**src/rtl/sync_fifo.sv**
```systemverilog
// Single-clock first-word-fall-through FIFO, any depth >= 2, active-low full/empty flags.
// Latency: a write is visible on dout_o one edge later; a pop shows the next head right after the edge.
// Backpressure: enqueue while full is dropped unless paired with a dequeue; dequeue while empty is ignored.
// Optional SYNC_FIFO_COUNT_EN adds the count_o occupancy output.
module sync_fifo #(
    parameter int DATA_WIDTH = 8,
    parameter int FIFO_DEPTH = 8
) (
    input  logic                              clk_i,
    input  logic                              rst_n_i,
    input  logic                              enq_i,
    input  logic                              deq_i,
    input  logic [DATA_WIDTH-1:0]             din_i,
    output logic [DATA_WIDTH-1:0]             dout_o,
    output logic                              full_o_n,
`ifdef SYNC_FIFO_COUNT_EN
    output logic [$clog2(FIFO_DEPTH+1)-1:0]   count_o,
`endif
    output logic                              empty_o_n
);

    localparam int PTR_W = $clog2(FIFO_DEPTH);
    localparam int CNT_W = $clog2(FIFO_DEPTH + 1);
    localparam logic [PTR_W-1:0] LAST_PTR = PTR_W'(FIFO_DEPTH - 1);
    localparam logic [CNT_W-1:0] FULL_CNT = CNT_W'(FIFO_DEPTH);

    logic [PTR_W-1:0]      wr_ptr_q, wr_ptr_d;
    logic [PTR_W-1:0]      rd_ptr_q, rd_ptr_d;
    logic [CNT_W-1:0]      count_q, count_d;
    logic [DATA_WIDTH-1:0] mem_q [FIFO_DEPTH];

    logic enq_ok;
    logic deq_ok;

    // A full FIFO still takes a write when the same edge frees a slot.
    assign enq_ok = enq_i & ((count_q != FULL_CNT) | deq_i);
    assign deq_ok = deq_i & (count_q != '0);

    always_comb begin
        wr_ptr_d = wr_ptr_q;
        rd_ptr_d = rd_ptr_q;
        count_d  = count_q;
        if (enq_ok) begin
            wr_ptr_d = (wr_ptr_q == LAST_PTR) ? '0 : wr_ptr_q + 1'b1;
        end
        if (deq_ok) begin
            rd_ptr_d = (rd_ptr_q == LAST_PTR) ? '0 : rd_ptr_q + 1'b1;
        end
        if (enq_ok && !deq_ok) begin
            count_d = count_q + 1'b1;
        end else if (deq_ok && !enq_ok) begin
            count_d = count_q - 1'b1;
        end
    end

    always_ff @(posedge clk_i or negedge rst_n_i) begin
        if (!rst_n_i) begin
            wr_ptr_q <= '0;
            rd_ptr_q <= '0;
            count_q  <= '0;
        end else begin
            wr_ptr_q <= wr_ptr_d;
            rd_ptr_q <= rd_ptr_d;
            count_q  <= count_d;
        end
    end

    // Storage carries no reset; only the pointers define which entries are live.
    always_ff @(posedge clk_i) begin
        if (enq_ok) begin
            mem_q[wr_ptr_q] <= din_i;
        end
    end

    assign dout_o    = mem_q[rd_ptr_q];
    assign full_o_n  = (count_q != FULL_CNT);
    assign empty_o_n = (count_q != '0);

`ifdef SYNC_FIFO_COUNT_EN
    assign count_o = count_q;
`endif

endmodule

```
**config.mk**
```make
export PLATFORM = sky130hd
export DESIGN_NAME = sync_fifo
export DESIGN_NICKNAME = d
export VERILOG_FILES = /design/src/rtl/sync_fifo.sv
export SDC_FILE = /design/constraint.sdc
export NUM_CORES = 1
export LEC_CHECK = 0
export ABC_AREA = 1
export ABC_CLOCK_PERIOD_IN_PS = 2600
export CAP_MARGIN = 20
export CORE_MARGIN = 2
export CORE_UTILIZATION = 59
export DETAILED_ROUTE_END_ITERATION = 8
export PLACE_DENSITY = 0.76
export SYNTH_ARGS = -nofsm -noshare
export SYNTH_HDL_FRONTEND = slang
export SYNTH_SLANG_ARGS = --single-unit
```
**constraint.sdc**
```tcl
create_clock -name clk_i -period 2.6 [get_ports clk_i]
set_input_delay 0.52 -clock clk_i [delete_from_list [all_inputs] [get_ports clk_i]]
set_output_delay 0.52 -clock clk_i [all_outputs]
set_load 0.02 [all_outputs]
```
; Yosys cells after proc, flatten, opt, wreduce, memory -nomap -nowiden
; Memory sizes are Yosys's and may differ from the RTL's.
; Index checks and enable logic that the tools add are counted.
[word_totals]
output_inout_bits = 10
mem_bits_rw = 64
inputBits = 12
n_memories = 1
elab_cells = 26
ff_bits = 10
[mem_list]
columns = name, words, word_bits, read_ports, rd_clocked_by_memory_dff, write_ports, line_no
row1 = mem_q, 8, 8, 1, 0, 1, 30  ; logic [DATA_WIDTH-1:0] mem_q [FIFO_DEPTH];
[classes]
muxes = 6
bitwise = 3
reduce_logical = 6
add_sub_neg = 4
eq_ne = 3
[ops]
columns = operator, n
row1 = 2-to-1 mux 4 bit, 2
row2 = "adder 3 x 1 -> 3 bit, second input constant", 2
row3 = "== test 3 bit, second input constant", 2
row4 = 2-to-1 mux 3 bit, 2
row5 = "adder 4 x 1 -> 4 bit, second input constant", 1
row6 = "inequality test 4 bit, second input constant", 1
row7 = nonzero test 4 bit, 1
row8 = "subtractor 4 x 1 -> 4 bit, second input constant", 1
row9 = bitwise AND 1 bit, 2
row10 = logical AND 1 bit, 2
row11 = zero test 1 bit, 2
row12 = 2-to-1 mux 1 bit, 2
row13 = nonzero test 2 bit, 1
row14 = bitwise OR 1 bit, 1

; Logic depth before layout (Yosys ltp)
[depth]
word_depth = 7
ltp_mapped = 14
depth_no_buf = 13

; Worst setup path after synthesis
; Ideal clock, no wire load.
[synth_path]
path_type = flip-flop to flip-flop
start = register count_q[1]
end = register count_q[3]
required_time_ns = 2.483
setup_ns = 0.117
n_path_buf = 0
stages_incl_launch_ff = 12
arrival_time_ns = 2.076
synth_period_minus_slack_ns = 2.193
slack_ns = 0.407
cell_sequence = dfrtp_1 -> nor2_2 -> nand3_1 -> nand2_1 -> ha_1 -> inv_1 -> ha_1 -> or2_2 -> nand2_1 -> nand2_1 -> nand3_1 -> nand2_1
[synth_between]
elab_cells_between_ends = 14
classes_between = add/sub: 2 / eq/ne: 1 / mux: 2 / bitwise: 3 / reduce/logical: 6
[synth_rtl]
columns = item, line_no
row1 = from (decl), 29  ; logic [CNT_W-1:0] count_q, count_d;
row2 = from (signal assigned), 64  ; count_q <= count_d;
row3 = nonzero test 4 bit (*), -
row4 = named net empty_o_n, 19  ; output logic empty_o_n
row5 = bitwise AND 1 bit (*), 37  ; assign deq_ok = deq_i & (count_q != '0);
row6 = zero test 1 bit, 49  ; if (enq_ok && !deq_ok) begin
row7 = logical AND 1 bit, 49
row8 = 2-to-1 mux 4 bit / nonzero test 2 bit (equally long branches), -
; Mark *: on every way through the listed nets, which the timed path passes. The rest lies on a longest branch. The select of a mux whose other input is x is not followed.
; A chain may end at the register's enable or synchronous reset.

; Worst setup path in the final report
[layout_path]
start = register rd_ptr_q[0]
end = output dout_o[2]
[layout_between]
elab_chain_cells = 1
[layout_lines]
columns = item, line_no
row1 = from (decl), 28  ; logic [PTR_W-1:0] rd_ptr_q, rd_ptr_d;
row2 = from (signal assigned), 63  ; rd_ptr_q <= rd_ptr_d;
row3 = memory read (8 x 8 bit), -
row4 = to (decl), 14  ; output logic [DATA_WIDTH-1:0] dout_o,
; No other way between the ends.

==> run summary <==
Status -> finished, final reports clean
CTS sink cnt -> 74
Core Box Area -> 5574 um^2
R2R depth -> 11
Ys Warns -> 0
EDFF count, synth -> 64
Final net count -> 421
FILL cells -> 411
Cell at the root of the clock tree -> clkbuf_8
Synth top area cells -> edfxtp_1, nand2_1, nor2_1
Fin crit share -> 95.15%
Via/cell ratio -> 5.021
Largest stage delay, worst path -> 0.59 ns
Most used cell, CP -> nand2_1
Yosys reg bits -> 74
Commonest cells post-synth -> nand2_1, nor2_1, edfxtp_1
Initial DRC count -> 191
Via count -> 2400
Die area -> 6447 um^2
Peak VDD IR -> 0.0006051 V
# DRC -> 0
Share of the yosys chip area belonging to registers -> 63.24%
I/O Buffers -> 21
Dominant cell type by area after synthesis -> edfxtp_1
CTS tree -> yes
Critical Path AT -> 1.95 ns
Measured slew at the worst slew-check pin -> 0.4763 ns
Worst path required time -> 2.08 ns
Area grow syn2layout -> 15.01%
Element type at the critical path end -> primary output
Routed wire length -> 6.653 mm
Avg Inst Size Synth -> 9.333 um^2
Area fraction of the dominant cell type after synthesis -> 55.96%
Horiz. Die Dim -> 80.30 um
Post-Syn Area -> 3435 um^2
Syn Nets -> 388
Placed cell area -> 3767 um^2
Dpl hpwl -> 4.247 mm
Die Y -> 80.30 um
Antenna diodes -> 0
Hold Path Class -> input pin to async pin
RSZ-0062 raised after global routing -> true
Clk Latency, worst-skew pair -> 0.34 ns
Largest net degree at the start of global routing -> 41
Number of buffers added for setup after CTS -> 0
CTS buffer count -> 9
Type of the worst setup path -> register to primary output
Slew margin rel. -> 68.15%
Drt pass-1 iters -> 4
Final Hold Violating Endpoints -> 0
Clk_skew -> 0.006922 ns
Crit path max fanout -> 40
Post-layout util -> 70.86%
All-Layer GR Usage -> 23.26%
Origin of the critical flop-to-flop path -> count_q[1]$_DFFE_PN0P_
Crit path from -> rd_ptr_q[0]$_DFFE_PN0P_
Gr ovfl total -> 0
Post-synthesis instance total -> 368
DRT antenna net count -> 0
Antenna violations before repair -> 0
Distinct cells, synth -> 20
CTS clock-pin slew for the worst setup and hold paths -> 0.07 ns
Crit-path slowest cell -> clkdlybuf4s50_1
Post-layout instance area -> 3950 um^2
Worst path cell trace -> buf_12 > nor2_1 > nor2_1 > nand2_1 > nand2_1 > nand2_1 > nand2_1 > clkdlybuf4s50_1
Share of cells above drive strength 1 -> 7.143%
Minimum clock period -> 2.474 ns
Initial core utilization -> 61.62%
Most common cell in the netlist -> nand2_1
RD Place Congestion -> 0.7937
Total negative slack -> 0 ns
F_max -> 404.2 MHz
Static leakage -> 1.785 nW
Row Count -> 27
Max-Cap Viols -> 0
Worst-case clock buffer depth -> 2
CP Launch Type -> register
Asr flop ratio synth -> 13.51%
Wirelength per Cell -> 13.92 um
Worst hold margin -> 0.5066 ns
# setup viols final -> 0
Power Dens Cells -> 1096 nW/um^2
Slew Limit Fails -> 0
Post-synth top flop -> edfxtp_1
H-tree depth -> 3
Num ports -> 22
Number of global-route vias before repair -> 2331
Global-route wire length before repair -> 10.81 mm
Power Total -> 4.328 mW
==> cell usage in the layout (no fill, tap or decap) <==
cell	netlist	routed
ha_1	7	7
o21ai_1	1	1
xnor2_1	2	2
clkbuf_1	0	5
fa_1	1	1
clkbuf_8	0	11
inv_2	1	1
nor2_1	75	75
dfrtp_2	0	1
edfxtp_1	64	64
or2_0	1	1
dfrtp_1	10	9
nor2_2	1	1
buf_12	0	1
nand4_2	1	1
clkdlybuf4s50_1	0	19
dlymetal6s2s_1	0	2
buf_4	3	11
or2_2	1	1
nand2_1	132	132
o21ai_0	1	1
buf_8	0	1
nand3_1	15	15
inv_1	43	43
==> path summary, 6_finish.rpt <==
check / slack [ns] / end
worst max-delay path: 0.13 / dout_o[2]
worst min-delay path: 0.51 / wr_ptr_q[1]$_DFFE_PN0P_
worst max register to register: 0.35 / count_q[3]$_DFFE_PN0P_
worst min register to register: 0.54 / count_q[2]$_DFFE_PN0P_
max in group asynchronous: 1.74 / rd_ptr_q[0]$_DFFE_PN0P_
min in group clk_i: 0.54 / count_q[2]$_DFFE_PN0P_
==> routing by layer <==
layer  global-route usage (%)  routed length [um]
met4                    10.17                 117
met2                    39.42                3372
met1                    29.75                2816
met5                        0                   0
met3                    3.596                 346
==> flip-flops by register name, indices dropped and copies added, names as in the netlist <==
name and flops:
rd_ptr_q 3, wr_ptr_q 3, count_q 4, mem_q 64
==> per-stage QoR <==
stage                     setup WS (ns)  cells
after detailed placement       -0.03645    462
after global routing          -0.004632    478
after global placement          0.06669    462
final                            0.1262    478
after floorplan                  0.4072    368
after CTS                       0.03713    478
==> power breakdown <==
group	switching [mW]	internal [mW]	total (mW)
clock network	0.375	0.402	0.777
registers	0.139	1.51	1.65
logic	1.16	0.740	1.90
==> timing repair <==
action                     CTS  global route
hold buffers                 0             0
gates resized for setup      0             4
setup endpoints to repair    0             5
==> worst max-delay path, delay by kind of cell (launching register included) <==
family,cells,cell delay [ns]
buffers and inverters,2,0.80
DFF,1,0.40
and+or+nand+nor,6,0.39
==> final cells by class <==
| cell class | instances | area, um^2 | share of cell area, % |
|---|---|---|---|
| repair buffers | 34 | 332.8 | 8.426 |
| inverters | 44 | 165.2 | 4.181 |
| clock buffers | 16 | 170.2 | 4.308 |
| multi-input cells | 238 | 1018 | 25.78 |
| well taps | 72 | 90.09 | 2.281 |
| flip-flops and latches | 74 | 2173 | 55.02 |
==> cells by family after synthesis <==
| logic type | Yosys count | synth area share [%] |
|---|---|---|
| AOI/OAI and AO/OA | 2 | 0.2912 |
| DFF | 74 | 63.24 |
| adders and majority gates | 8 | 3.133 |
| xor gates and xnor gates | 2 | 0.5101 |
| buffers and inverters | 56 | 7.103 |
| and+or+nand+nor | 226 | 25.72 |
No activity file was read; power rests on OpenSTA's default activity.
